`src/rtl/mem_wb_stage_if.sv`:
```
// Data-memory request/acknowledge bus between the MEM stage (master) and data memory (slave).
interface mem_wb_stage_if #(
  parameter int unsigned AW = 32
);
  logic          dmem_req;
  logic          dmem_we;
  logic [AW-1:0] dmem_addr;
  logic [31:0]   dmem_wdata;
  logic [3:0]    dmem_be;
  logic          dmem_ack;
  logic [31:0]   dmem_rdata;

  modport master (
    output dmem_req, dmem_we, dmem_addr, dmem_wdata, dmem_be,
    input  dmem_ack, dmem_rdata
  );

  modport slave (
    input  dmem_req, dmem_we, dmem_addr, dmem_wdata, dmem_be,
    output dmem_ack, dmem_rdata
  );
endinterface

```
`src/rtl/mem_wb_stage.sv`:
```
// MEM stage + MEM/WB register: data-memory access with lane steering, HI/LO ownership, writeback bundle.
// Optional macro ALIGN_CHECK_EN: flags misaligned half/word accesses via a one-cycle wb_exc pulse.
module mem_wb_stage #(
  parameter int unsigned AW = 32
) (
  input  logic                  clk,
  input  logic                  rst,
  input  logic [31:0]           mem_result,
  input  logic [31:0]           mem_busB,
  input  logic [31:0]           mem_HL,
  input  logic [63:0]           mem_mult,
  input  logic [31:0]           mem_busA_mux2,
  input  logic [4:0]            mem_rw,
  input  logic                  mem_regWr,
  input  logic                  mem_multWr,
  input  logic                  mem_Lowin,
  input  logic                  mem_Highin,
  input  logic                  mem_memwr,
  input  logic [1:0]            mem_memtoreg,
  input  logic [5:0]            mem_op,
  output logic                  stall,
  mem_wb_stage_if.master        dmem,
  output logic [31:0]           hi,
  output logic [31:0]           lo,
  output logic [31:0]           wb_wdata,
  output logic [4:0]            wb_rw,
  output logic                  wb_regWr,
  output logic                  wb_exc
);

  localparam int unsigned OPW = 6;
  localparam logic [OPW-1:0] OP_LB  = 6'h20;
  localparam logic [OPW-1:0] OP_LH  = 6'h21;
  localparam logic [OPW-1:0] OP_LW  = 6'h23;
  localparam logic [OPW-1:0] OP_LBU = 6'h24;
  localparam logic [OPW-1:0] OP_LHU = 6'h25;
  localparam logic [OPW-1:0] OP_SB  = 6'h28;
  localparam logic [OPW-1:0] OP_SH  = 6'h29;
  localparam logic [OPW-1:0] OP_SW  = 6'h2B;

  typedef enum logic [0:0] {ST_IDLE, ST_WAIT} state_e;

  state_e      state_q, state_d;
  logic [31:0] hi_q, hi_d, lo_q, lo_d;
  logic [31:0] wb_wdata_q, wb_wdata_d;
  logic [4:0]  wb_rw_q, wb_rw_d;
  logic        wb_regwr_q, wb_regwr_d;
  logic        wb_exc_q, wb_exc_d;

  logic [1:0]  a;
  logic        is_load, is_store, sz_byte, sz_half, ld_unsigned;
  logic        misalign, acc;
  logic [7:0]  byte_v;
  logic [15:0] half_v;
  logic [31:0] load_data, wdata_c, wsel;
  logic [3:0]  be_c;
  logic        req_c, stall_c, complete;

  // Opcode decode; loads need memtoreg=01, stores need memwr=1.
  always_comb begin
    a           = mem_result[1:0];
    is_load     = 1'b0;
    is_store    = 1'b0;
    sz_byte     = 1'b0;
    sz_half     = 1'b0;
    ld_unsigned = 1'b0;
    case (mem_op)
      OP_LB:  begin is_load = (mem_memtoreg == 2'b01); sz_byte = 1'b1; end
      OP_LH:  begin is_load = (mem_memtoreg == 2'b01); sz_half = 1'b1; end
      OP_LW:  begin is_load = (mem_memtoreg == 2'b01); end
      OP_LBU: begin is_load = (mem_memtoreg == 2'b01); sz_byte = 1'b1; ld_unsigned = 1'b1; end
      OP_LHU: begin is_load = (mem_memtoreg == 2'b01); sz_half = 1'b1; ld_unsigned = 1'b1; end
      OP_SB:  begin is_store = mem_memwr; sz_byte = 1'b1; end
      OP_SH:  begin is_store = mem_memwr; sz_half = 1'b1; end
      OP_SW:  begin is_store = mem_memwr; end
      default: ;
    endcase
`ifdef ALIGN_CHECK_EN
    misalign = (is_load | is_store) &
               ((sz_half & a[0]) | (~sz_byte & ~sz_half & (a != 2'b00)));
`else
    misalign = 1'b0;
`endif
    acc = (is_load | is_store) & ~misalign;
  end

  // Lane steering for byte enables, store replication and load extraction.
  always_comb begin
    case (a)
      2'd0:    byte_v = dmem.dmem_rdata[7:0];
      2'd1:    byte_v = dmem.dmem_rdata[15:8];
      2'd2:    byte_v = dmem.dmem_rdata[23:16];
      default: byte_v = dmem.dmem_rdata[31:24];
    endcase
    half_v = a[1] ? dmem.dmem_rdata[31:16] : dmem.dmem_rdata[15:0];
    if (sz_byte) begin
      be_c      = 4'b0001 << a;
      wdata_c   = {4{mem_busB[7:0]}};
      load_data = ld_unsigned ? {24'b0, byte_v} : {{24{byte_v[7]}}, byte_v};
    end else if (sz_half) begin
      be_c      = a[1] ? 4'b1100 : 4'b0011;
      wdata_c   = {2{mem_busB[15:0]}};
      load_data = ld_unsigned ? {16'b0, half_v} : {{16{half_v[15]}}, half_v};
    end else begin
      be_c      = 4'b1111;
      wdata_c   = mem_busB;
      load_data = dmem.dmem_rdata;
    end
  end

  // Access FSM: request held until ack, upstream stalled meanwhile; reset overrides everything.
  always_comb begin
    state_d  = state_q;
    req_c    = 1'b0;
    stall_c  = 1'b0;
    complete = 1'b0;
    if (rst) begin
      state_d = ST_IDLE;
    end else begin
      req_c    = acc;
      stall_c  = acc & ~dmem.dmem_ack;
      complete = ~stall_c;
      case (state_q)
        ST_IDLE: if (stall_c)  state_d = ST_WAIT;
        ST_WAIT: if (!stall_c) state_d = ST_IDLE;
        default: state_d = ST_IDLE;
      endcase
    end
  end

  // Writeback bundle and HI/LO next values; a stalled edge inserts a bubble.
  always_comb begin
    case (mem_memtoreg)
      2'b00:   wsel = mem_result;
      2'b01:   wsel = load_data;
      2'b10:   wsel = mem_HL;
      default: wsel = 32'b0;
    endcase
    wb_wdata_d = wb_wdata_q;
    wb_rw_d    = wb_rw_q;
    wb_regwr_d = 1'b0;
    wb_exc_d   = 1'b0;
    hi_d       = hi_q;
    lo_d       = lo_q;
    if (complete) begin
      wb_wdata_d = wsel;
      wb_rw_d    = mem_rw;
      wb_regwr_d = mem_regWr & ~misalign;
      wb_exc_d   = misalign;
      if (mem_multWr) begin
        {hi_d, lo_d} = mem_mult;
      end else begin
        if (mem_Highin) hi_d = mem_busA_mux2;
        if (mem_Lowin)  lo_d = mem_busA_mux2;
      end
    end
  end

  always_ff @(posedge clk) begin
    if (rst) begin
      state_q    <= ST_IDLE;
      hi_q       <= 32'b0;
      lo_q       <= 32'b0;
      wb_wdata_q <= 32'b0;
      wb_rw_q    <= 5'b0;
      wb_regwr_q <= 1'b0;
      wb_exc_q   <= 1'b0;
    end else begin
      state_q    <= state_d;
      hi_q       <= hi_d;
      lo_q       <= lo_d;
      wb_wdata_q <= wb_wdata_d;
      wb_rw_q    <= wb_rw_d;
      wb_regwr_q <= wb_regwr_d;
      wb_exc_q   <= wb_exc_d;
    end
  end

  assign stall           = stall_c;
  assign dmem.dmem_req   = req_c;
  assign dmem.dmem_we    = req_c & is_store;
  assign dmem.dmem_addr  = {mem_result[AW-1:2], 2'b00};
  assign dmem.dmem_wdata = wdata_c;
  assign dmem.dmem_be    = req_c ? be_c : 4'b0000;
  assign hi              = hi_q;
  assign lo              = lo_q;
  assign wb_wdata        = wb_wdata_q;
  assign wb_rw           = wb_rw_q;
  assign wb_regWr        = wb_regwr_q;
  assign wb_exc          = wb_exc_q;

endmodule

```
`src/flat_wrapper.sv`:
```
// flat-port wrapper written by rule: the top's interface ports become plain ports
module mem_wb_stage_flat 
#(
  parameter int unsigned AW = 32
)
  (clk, rst, mem_result, mem_busB, mem_HL, mem_mult, mem_busA_mux2, mem_rw, mem_regWr, mem_multWr, mem_Lowin, mem_Highin, mem_memwr, mem_memtoreg, mem_op, stall, hi, lo, wb_wdata, wb_rw, wb_regWr, wb_exc, dmem_dmem_req, dmem_dmem_we, dmem_dmem_addr, dmem_dmem_wdata, dmem_dmem_be, dmem_dmem_ack, dmem_dmem_rdata);
  mem_wb_stage_if #(.AW(AW)) dmem_i ();
  input  logic clk;
  input  logic rst;
  input  logic [31:0] mem_result;
  input  logic [31:0] mem_busB;
  input  logic [31:0] mem_HL;
  input  logic [63:0] mem_mult;
  input  logic [31:0] mem_busA_mux2;
  input  logic [4:0] mem_rw;
  input  logic mem_regWr;
  input  logic mem_multWr;
  input  logic mem_Lowin;
  input  logic mem_Highin;
  input  logic mem_memwr;
  input  logic [1:0] mem_memtoreg;
  input  logic [5:0] mem_op;
  output logic stall;
  output logic [31:0] hi;
  output logic [31:0] lo;
  output logic [31:0] wb_wdata;
  output logic [4:0] wb_rw;
  output logic wb_regWr;
  output logic wb_exc;
  output wire logic [$bits(dmem_i.dmem_req)-1:0] dmem_dmem_req;
  output wire logic [$bits(dmem_i.dmem_we)-1:0] dmem_dmem_we;
  output wire logic [$bits(dmem_i.dmem_addr)-1:0] dmem_dmem_addr;
  output wire logic [$bits(dmem_i.dmem_wdata)-1:0] dmem_dmem_wdata;
  output wire logic [$bits(dmem_i.dmem_be)-1:0] dmem_dmem_be;
  input wire logic [$bits(dmem_i.dmem_ack)-1:0] dmem_dmem_ack;
  input wire logic [$bits(dmem_i.dmem_rdata)-1:0] dmem_dmem_rdata;
  assign dmem_dmem_req = dmem_i.dmem_req;
  assign dmem_dmem_we = dmem_i.dmem_we;
  assign dmem_dmem_addr = dmem_i.dmem_addr;
  assign dmem_dmem_wdata = dmem_i.dmem_wdata;
  assign dmem_dmem_be = dmem_i.dmem_be;
  assign dmem_i.dmem_ack = dmem_dmem_ack;
  assign dmem_i.dmem_rdata = dmem_dmem_rdata;
  mem_wb_stage #(.AW(AW)) u_core (.clk(clk), .rst(rst), .mem_result(mem_result), .mem_busB(mem_busB), .mem_HL(mem_HL), .mem_mult(mem_mult), .mem_busA_mux2(mem_busA_mux2), .mem_rw(mem_rw), .mem_regWr(mem_regWr), .mem_multWr(mem_multWr), .mem_Lowin(mem_Lowin), .mem_Highin(mem_Highin), .mem_memwr(mem_memwr), .mem_memtoreg(mem_memtoreg), .mem_op(mem_op), .stall(stall), .dmem(dmem_i), .hi(hi), .lo(lo), .wb_wdata(wb_wdata), .wb_rw(wb_rw), .wb_regWr(wb_regWr), .wb_exc(wb_exc));
endmodule
```
`config.mk`:
```
export PLATFORM = sky130hd
export DESIGN_NAME = mem_wb_stage_flat
export DESIGN_NICKNAME = d
export VERILOG_FILES = /design/src/rtl/mem_wb_stage_if.sv /design/src/rtl/mem_wb_stage.sv /design/src/flat_wrapper.sv
export SDC_FILE = /design/constraint.sdc
export NUM_CORES = 1
export LEC_CHECK = 0
export CAP_MARGIN = 20
export CORE_AREA = 2 2 164 166
export DETAILED_ROUTE_END_ITERATION = 10
export DIE_AREA = 0 0 166 168
export GPL_ROUTABILITY_DRIVEN = 0
export PLACE_DENSITY_LB_ADDON = 0.08
export REMOVE_ABC_BUFFERS = 1
export SETUP_SLACK_MARGIN = 0.02
export SLEW_MARGIN = 20
export SYNTH_ARGS = -nofsm -noshare
export SYNTH_HDL_FRONTEND = slang
export SYNTH_SLANG_ARGS = --single-unit
```
`constraint.sdc`:
```
create_clock -name clk -period 2.55 [get_ports clk]
set_input_delay 0.51 -clock clk [delete_from_list [all_inputs] [get_ports clk]]
set_output_delay 0.51 -clock clk [all_outputs]
set_load 0.1 [all_outputs]
```
* Word-level counts from Yosys, hierarchy flattened
Cells that the tools add are included.
** Word-level totals
- ROM bits :: 0
- Output and inout bits :: 174
- Bits in latches :: 0
- Logic and storage cells :: 61
- Register bits :: 102
- Memory bits (writable) :: 0
- Memories :: 0
- Input bits :: 245
** Cells by class
- Reduce and logical (&&, ||, !) cells :: 12
- Multipliers :: 0
- Add/subtract/negate cells :: 0
- Equal/unequal tests :: 12
- Bitwise gates (word level) :: 6
- Order comparisons :: 0
- Divide/modulo/power cells :: 0
- Muxes and demuxes :: 25
- Shift operators :: 1
** Operators by type and width (number)
- two-way mux 32 bit :: 10
- case mux 32 bit (3 select lines) :: 1
- == test 6 bit, second input constant :: 8
- case mux 8 bit (3 select lines) :: 1
- two-way mux 16 bit :: 1
- two-way mux 4 bit :: 4
- OR reduction 3 bit :: 3
- two-way mux 1 bit :: 8
- OR reduction 5 bit :: 1
- == test 2 x 1 -> 1 bit, second input constant :: 2
- == test 2 bit, second input constant :: 2
- zero test 2 bit :: 2
- AND reduction 2 bit :: 2
- nonzero test 2 bit :: 2
- OR reduction 2 bit :: 2
- << shifter 1 x 2 -> 4 bit, first input constant :: 1
- NOT 1 bit :: 3
- AND 1 bit :: 2
- OR 1 bit :: 1

* Depth between registers and ports, before layout
- Depth in word-level cells :: 9
- Mapped depth :: 9

* Least setup slack after synthesis
Ideal clock, no wire load.
- Kind :: input to output
- Start :: in mem_op[2]
- End :: out dmem_dmem_wdata[27]
- Cell stages on the path :: 4
- Data arrival time :: 3418 ps
- Buffers on the path :: 1
- Path slack :: -1378 ps
- Cells stage by stage :: a21oi_1 nand2_1 clkbuf_1 o21ai_0
** Between the ends
- Word-level cells in the longest chain between the ends :: 5
- Elaborated cells between the ends (all ways) :: 12
- Classes of those cells :: eq/ne (6); mux (4); reduce/logical (2)
** Ends and longest elaborated chain
- start, declared :: line flat_wrapper.sv:22 : input logic [5:0] mem_op;
- == test 6 bit :: line mem_wb_stage.sv:67 : case (mem_op)
- OR reduction 3 bit (no line)
- two-way mux 1 bit :: line mem_wb_stage.sv:67
- two-way mux 32 bit :: line mem_wb_stage.sv:100 : end else if (sz_half) begin
- two-way mux 32 bit * :: line mem_wb_stage.sv:96 : if (sz_byte) begin
- end, declared :: line flat_wrapper.sv:33 : output wire logic [$bits(dmem_i.dmem_wdata)-1:0] dmem_dmem_wdata;
Every way passes the cells marked *; elsewhere a longest branch is shown, timed or not.

* Final worst setup path
- Start :: in mem_result[0]
- End :: out dmem_dmem_be[1]
** Between the ends
- Word-level cells in the longest chain between the ends :: 3
** Ends and longest elaborated chain
- start, declared :: line flat_wrapper.sv:10 : input logic [31:0] mem_result;
- << shifter 1 x 2 -> 4 bit :: line mem_wb_stage.sv:97 : be_c = 4'b0001 << a;
- two-way mux 4 bit :: line mem_wb_stage.sv:96
- two-way mux 4 bit :: line mem_wb_stage.sv:184 : assign dmem.dmem_be = req_c ? be_c : 4'b0000;
- end, declared :: line flat_wrapper.sv:34 : output wire logic [$bits(dmem_i.dmem_be)-1:0] dmem_dmem_be;
Every way passes these cells.

==> impl_metrics.json <==
{
  "gr-total-overflow": 0,
  "max-vdd-ir-drop_uv": 292,
  "ios": 419,
  "synth_area_um2": 6130,
  "h-tree-depth": 3,
  "ys_seq_area_share_pct": 33.3,
  "period_share_pct": 96.4,
  "critical_path_class": "input pin to output pin",
  "slew_headroom_pct": 50.8,
  "clk_latency_ns": 0.35,
  "hold_end": "u_core.hi[2]",
  "endpoint_kind": "output pin",
  "ys_top_cells_by_area": "dfxtp_1 (33%), a221oi_1 (9.9%), nand2_1 (7.7%), o21ai_0 (7.3%), mux2_2 (5.7%)",
  "grt_usage_pct": 21.0,
  "power_density_nw_per_um2": 525,
  "start_kind": "input pin",
  "antenna_found_initial": 6,
  "rsz0062_at_grt": "no",
  "fp.dieArea_um2": 27900,
  "min_from": "u_core.hi[2]",
  "cts_tree": "done",
  "seqCellArea_um2": 2040,
  "period_needed_ns": 2.46,
  "reg2regPathDepth": 1,
  "core_um2": 26400,
  "dp_slack_ns": -0.333,
  "synthCells": 782,
  "r2r_slack_ns": 1.75,
  "drv_slew": 0,
  "met1_length_um": 12200,
  "clockRootBuffer": "clkbuf_16",
  "synth_area_leader_cell": "dfxtp_1",
  "synth.avg_cell_area_um2": 7.83,
  "clock.fmax_mhz": 407,
  "yosys_warnings": 0,
  "start_util_pct": 23.2,
  "routed-wl-met2_um": 15100,
  "grt_pass1_wl_um": 45100,
  "num_vias": 7233,
  "area_growth_syn_to_layout_pct": 91.4,
  "die_h_um": 168,
  "r2r_end": "u_core.wb_wdata[13]",
  "cts_sinks": 102,
  "wl_met3_um": 2630,
  "hpwl_um": 23700,
  "grt_max_degree": 65,
  "ys_types": 43,
  "synth_flop_cell": "dfxtp_1",
  "critical_path_peak_fanout": 10,
  "fill_cells": 2619,
  "multi_input_area_um2": 3350,
  "max_cap_violations": 0,
  "netlist_top_cells_count": "nand2_1 (125), dfxtp_1 (102), o21ai_0 (89), inv_1 (70), a221oi_1 (69)",
  "final_cells": 1531,
  "wl_per_cell_um": 19.8,
  "fin_setup_tns_ns": 0,
  "ys_seq_elements": 102,
  "routed_via_density": 4.72,
  "io_buffers": 415,
  "synth_edf_count": 0,
  "remaining_drc_errors": 0,
  "highest_layer": "met5",
  "cp.arrival_ns": 1.95,
  "fin_skew_ns": 0,
  "cts.clk_slew.worst_paths_ns": 0.07,
  "rr_startpoint": "u_core.wb_wdata[13]",
  "setup_violations": 0,
  "hold_class": "flip-flop to flip-flop",
  "holdPathStages": 2,
  "antenna_left": 0,
  "clockBufferDepth": 2,
  "cts_buffers": 9,
  "dp_cells": 1510,
  "required_ns": 2.04,
  "synth_most_common_cell": "nand2_1",
  "num_rows": 60,
  "outcome": "finished clean",
  "p_leak_nw": 4.96,
  "drt-total-wl_um": 30400,
  "dr.pass1.iters": 5,
  "tightest_slew_ns": 0.738,
  "async_reset_ff_share_pct": 0,
  "nets": 1429,
  "drive_above_1_share_pct": 28.1,
  "die_x_um": 166,
  "hold_viol_final": 0,
  "synth_top_area_share_pct": 33.3,
  "drtIter0Drc": 400,
  "setup_ws_ns": 0.0918,
  "grt_pass1_vias": 7369
}
-- area by class of cell --
cell class | instances | area share (%)
diodes | 1 | 0.0213
clock buffers | 10 | 1.95
clock inverters | 6 | 0.480
inverters | 72 | 2.30
multi-input cells | 501 | 28.6
flip-flops and latches | 102 | 17.4
well taps | 341 | 3.64
repair buffers | 498 | 45.6
-- worst max-delay path: stages --
cell and delay (ns):
clkdlybuf4s50_1 0.54, buf_4 0.24, inv_1 0.09, o22ai_1 0.17
and2_1 0.20, buf_12 0.19
-- layer usage --
metal  global-route usage [%]  vias to the layer above
li1                         -                     3533
met1                     24.8                     3368
met2                     36.9                      294
met3                     7.45                       28
met4                     4.01                       10
met5                        0                        -
-- layout by cell type, fill, tap and decap left out, types with 21 or more instances in the layout --
master,synthesis,layout
a221o_1,27,27
mux2_2,31,31
o21ai_0,89,86
inv_1,70,70
mux2i_1,21,21
clkdlybuf4s50_1,0,234
a221oi_1,69,67
nor2_1,64,61
buf_4,41,170
dfxtp_1,102,102
buf_12,0,81
nand2_1,125,124
-- cells by family (layout without fill, tap and decap cells) --
family                 after synthesis  in the layout  synth area share, %
AO/OA/AOI/OAI                      226            226                 26.3
buffers and inverters              181            586                 14.2
flip-flops                         102            102                 33.3
multiplexers                        60             60                 12.1
other                                1              4               0.0612
AND/OR/NAND/NOR                    212            212                 14.0
-- worst max path at each step --
stage | from | endpoint | slack [ns] | cells after the start
after floorplan | mem_memtoreg[1] | stall | -1.65 | 4
after global placement | mem_op[5] | dmem_dmem_wdata[9] | -0.36 | 8
after detailed placement | mem_op[5] | dmem_dmem_wdata[9] | -0.33 | 8
after CTS | mem_op[0] | dmem_dmem_be[1] | 0.07 | 9
after global routing | mem_op[1] | dmem_dmem_wdata[26] | 0.02 | 8
final | mem_result[0] | dmem_dmem_be[1] | 0.09 | 6
-- state kept, by name (all words and copies together) (netlist names) --
signal and cells:
u_core.wb_regWr 1, u_core.wb_rw 5, u_core.hi 32, u_core.wb_wdata 32, u_core.lo 32
-- power by group --
group	internal [mW]	switching [mW]
Clock	0.682	0.670
Sequential	1.72	0.0745
Combinational	1.02	1.98
Total	3.43	2.73
-- metrics by stage --
| stage | total power [mW] | util [%] | hold slack, ns | instance area, um^2 |
|---|---|---|---|---|
| 5_1_grt | 6.40 | 44.5 | 0.482 | 11700 |
| 3_5_place_dp | 4.83 | 42.9 | 0.447 | 11300 |
| 6_report | 6.16 | 44.5 | 0.469 | 11700 |
| 2_1_floorplan | 3.37 | - | 0.589 | 5530 |
| 4_1_cts | 6.22 | 44.5 | 0.470 | 11700 |
| 3_3_place_gp | 4.84 | 42.9 | 0.449 | 11300 |
-- what timing repair did --
action,4_1_cts,5_1_grt
endpoints found under the setup margin,31,9
setup buffers,5,0
pin swaps,4,4
gates resized for setup,31,7
hold buffers,0,0
Note: power is estimated with default switching activity, not from simulation.
==> RTL edit 1 (same settings) <==
Take the reset off `hi_q`, `lo_q` and `wb_wdata_q` and load them in a clocked block of their own.
--- a/src/rtl/mem_wb_stage.sv
+++ b/src/rtl/mem_wb_stage.sv
@@ -160,7 +160,4 @@
     if (rst) begin
       state_q    <= ST_IDLE;
-      hi_q       <= 32'b0;
-      lo_q       <= 32'b0;
-      wb_wdata_q <= 32'b0;
       wb_rw_q    <= 5'b0;
       wb_regwr_q <= 1'b0;
@@ -168,11 +165,14 @@
     end else begin
       state_q    <= state_d;
-      hi_q       <= hi_d;
-      lo_q       <= lo_d;
-      wb_wdata_q <= wb_wdata_d;
       wb_rw_q    <= wb_rw_d;
       wb_regwr_q <= wb_regwr_d;
       wb_exc_q   <= wb_exc_d;
     end
+  end
+
+  always_ff @(posedge clk) begin
+    hi_q       <= hi_d;
+    lo_q       <= lo_d;
+    wb_wdata_q <= wb_wdata_d;
   end
 
Check against the original RTL: differs if rst is asserted again (counterexample within 4 cycles, from zero or initial values and one cycle with rst high); with rst held inactive, the same outputs for 4 cycles.
==> RTL edit 1 against the unedited design <==
Design area is 2.0% lower. Hold slack got worse by 0.012 ns. Clock skew unchanged. Sequential cell count is the same. Total power rose by 6.6%. Critical path type unchanged. Wire length decreased by 16%. Setup slack lost 0.030 ns. Area after synthesis is 0.12% higher. Die area did not move.
==> RTL edit 1: results (changes against the unedited design) <==
[hold_path]
worstHoldStart=u_core.wb_rw[4]
hold_end=u_core.wb_rw[4]

[detailed_routing]
first_iter_violations=289  ; -28%
met2WireLength_mm=12.84  ; -15%
wl_met1_mm=9.878  ; -19%
avgViaCountPerCell=4.380  ; -7.3%
wl_met3_mm=2.473  ; -6.1%

[critical_path]
regToRegSetupSlack_ns=1.97  ; +0.22 ns
reg2reg_depth=2  ; +1
cp_max_fo=16  ; +6
crit_slowest_cell=or3_4
timing.rr.end=u_core.wb_rw[0]
cp-endpoint=dmem_dmem_wdata[8]
cp-startpoint=mem_op[2]

[grt]
antenna_found_initial=3  ; -3
use_met3=0.06864  ; -0.005877
grt_util_met2=0.3164  ; -0.05268
grt_util_met1=0.2032  ; -0.04511
grt_max_degree=97  ; +49%
grt_pass1_vias=6204  ; -16%

[synth]
synth_cell_types=46  ; +7.0%
synth-edff-count=96  ; +96
synth_mux_area_frac=0.09221  ; -0.02850
synth.avg_cell_area_um2=9.705  ; +24%
synth_ff_type=edfxtp_1
synth_area_leaders=edfxtp_1 47%, nand2_1 12%, mux2i_1 7.0%, buf_4 5.0%, nand2b_1 4.4%
synth-compound-area-share=0.1175  ; -0.1454
synth-seq-area-share=0.4896  ; +0.1563

[power]
leakage_nw=4.851  ; -2.2%
ir_worst_vdd_mv=0.3069  ; +4.9%

[placed_design]
dpl.hpwl_mm=20.17  ; -15%
pre_cts_slack_ns=-0.4283  ; -0.09513 ns
dp_cells=1357  ; -10%
placed_cell_area_mm2=0.01112  ; -1.6%

[layout]
finalNetCount=1273  ; -11%
post_route_cells_drive_above_1_share=0.2701  ; -0.01082

[sta]
hold_slack_ns=0.4575  ; -0.01160 ns
fmax_mhz=401.9  ; -1.2%
relSlewSlack=0.2814  ; -0.2268

[outcome]
status=finished clean

[cts]
post_cts_buffers=1  ; -4
cts_resized=28  ; -9.7%

## RTL edit 1: cell types whose count changed after synthesis, sizes merged, moves of 22 or more
cell,before,now
mux2i,21,43
a221o,27,0
mux2,31,2
nor2,64,25
a221oi,69,0
edfxtp,0,96
inv,71,14
nand2,125,188
clkbuf,51,23
nand2b,4,44
o21ai,92,16
dfxtp,102,6
## RTL edit 1: cell type report
cell class	instances	area, um^2	share of cell area
antenna	2	5.005	0.0004355
clock buffer	10	229.0	0.01992
clock inverter	6	53.80	0.004682
inverter	14	52.55	0.004573
multi-input combinational	429	2643	0.2299
sequential	102	3003	0.2613
tap	341	426.7	0.03713
timing repair buffer	472	5080	0.4420
## RTL edit 1: power breakdown
group	internal, W	switching [W]	leakage (nW)	total (W)
clock network	0.000682	0.000666	0.136	0.00135
logic	0.000975	0.00216	3.75	0.00314
registers	0.00203	0.0000488	0.965	0.00207
==> RTL edit 2 (same settings) <==
Without the edit above. The option `ALIGN_CHECK_EN` is turned on by a define.
--- a/src/rtl/mem_wb_stage.sv
+++ b/src/rtl/mem_wb_stage.sv
@@ -1,4 +1,6 @@
 // MEM stage + MEM/WB register: data-memory access with lane steering, HI/LO ownership, writeback bundle.
 // Optional macro ALIGN_CHECK_EN: flags misaligned half/word accesses via a one-cycle wb_exc pulse.
+`define ALIGN_CHECK_EN
+
 module mem_wb_stage #(
   parameter int unsigned AW = 32
Formal check against the unedited RTL: not equivalent (Yosys sat finds a counterexample within 4 cycles, from zero or initial values and one cycle with rst high).
==> RTL edit 2 against the unedited design <==
The run now ends with setup timing left. Sequential share of layout area grew 0.13 points. Non-clock buffer count is 3 lower. Combinational power fell by 4%. Total power is 0.91% lower. Hold slack got worse by 0.0037 ns. Design area is 0.21% higher. Setup slack worse by 0.25 ns. Clock skew is the same. Fmax shrank 9.1%. Clock power rose by 4%. Sequential cell count rose by 1. Wire length fell by 4.1%. Global-route usage fell by 0.82 points. Area after synthesis grew 1.9%. Critical path type unchanged.
==> RTL edit 2: results (changes against the unedited design) <==
[critical_path]
cp_max_fo=4  ; -6
timing.rr.end=u_core.wb_wdata[14]
cp-endpoint=dmem_dmem_be[2]
worstReg2RegStart=u_core.wb_wdata[14]

[detailed_routing]
avgViaCountPerCell=4.694  ; -0.65%
first_iter_violations=339  ; -15%
wire_per_inst_um=18.69  ; -5.8%
dr.pass1.iters=4  ; -1

[grt]
grt_pass1_vias=7234  ; -1.8%
antenna_found_initial=3  ; -3

[layout]
final_util=0.4460  ; +0.0009500
post_route_cells_drive_above_1_share=0.2642  ; -0.01671
antenna_cells=2  ; +1
fillers=2675  ; +2.1%
buf_share=0.4539  ; -0.002358
inverters=10  ; -86%
multi_input_cells=591  ; +18%
seq_share=0.1755  ; +0.001332
multi_input_area_mm2=0.003598  ; +7.4%
num-nonclk-buffers=495  ; -0.60%
finalNetCount=1455  ; +1.8%
clock_area_frac=0.02449  ; +0.0001609

[power]
p_total_w=0.006100  ; -0.91%
leakage_nw=4.928  ; -0.67%
ir_worst_vdd_mv=0.2385  ; -18%
p_int_w=0.003424  ; about the same
p_clk_w=0.00141  ; +4%
pwr-share-seq=0.294  ; +0.002

[sta]
fin_ws_ns=-0.1542  ; -0.2460 ns
hold_slack_ns=0.4654  ; -0.003730 ns
setup_violations=6  ; +6

[synth]
synth-xor-area-share=0.004208  ; +0.004208
synth_commonest_cells=142 x nand2_1, 131 x nor2_1, 103 x dfxtp_1
synth-compound-area-share=0.2488  ; -0.01402
netlist_instances=818  ; +4.6%
synth_area_leaders=dfxtp_1 33%, nand2_1 8.5%, nor2_1 7.9%, a211oi_1 7.8%, o21ai_0 6.3%
synth_mux_area_frac=0.09958  ; -0.02113
synth-seq-area-share=0.3302  ; -0.003139

[cts]
post_cts_buffers=2  ; -3

[outcome]
status=finished with violations
failed_checks=setup timing

[placed_design]
placed_cell_area_mm2=0.01137  ; +0.60%
io_buffers=416  ; +0.24%

RTL edit 2: cell count changes after synthesis, sizes merged, moves of 8 or more:
cell,before,now
o211ai,0,19
a221oi,69,2
a221o,27,2
nor2,64,133
o221ai,0,16
mux2,31,9
mux2i,21,34
a211oi,1,65
buf,58,68
nand3,1,9
o22a,1,9
o21ai,92,78
nand2,125,142
inv,71,9
RTL edit 2: per-layer routing:
| metal | track usage | wire (um) | share of wire |
|---|---|---|---|
| met1 | 0.2503 | 12210 | 0.42 |
| met4 | 0.02533 | 140 | 0.0048 |
| met3 | 0.06323 | 2359 | 0.081 |
| met2 | 0.3527 | 14400 | 0.49 |
| met5 | 0 | 13 | 0.00045 |
RTL edit 2: critical path: stages:
cell	delay, ns
buf_6	0.09
or3b_4	0.38
a221o_1	0.38
or2_4	0.26
buf_6	0.13
nor3_2	0.14
buf_4	0.13
buf_12	0.16
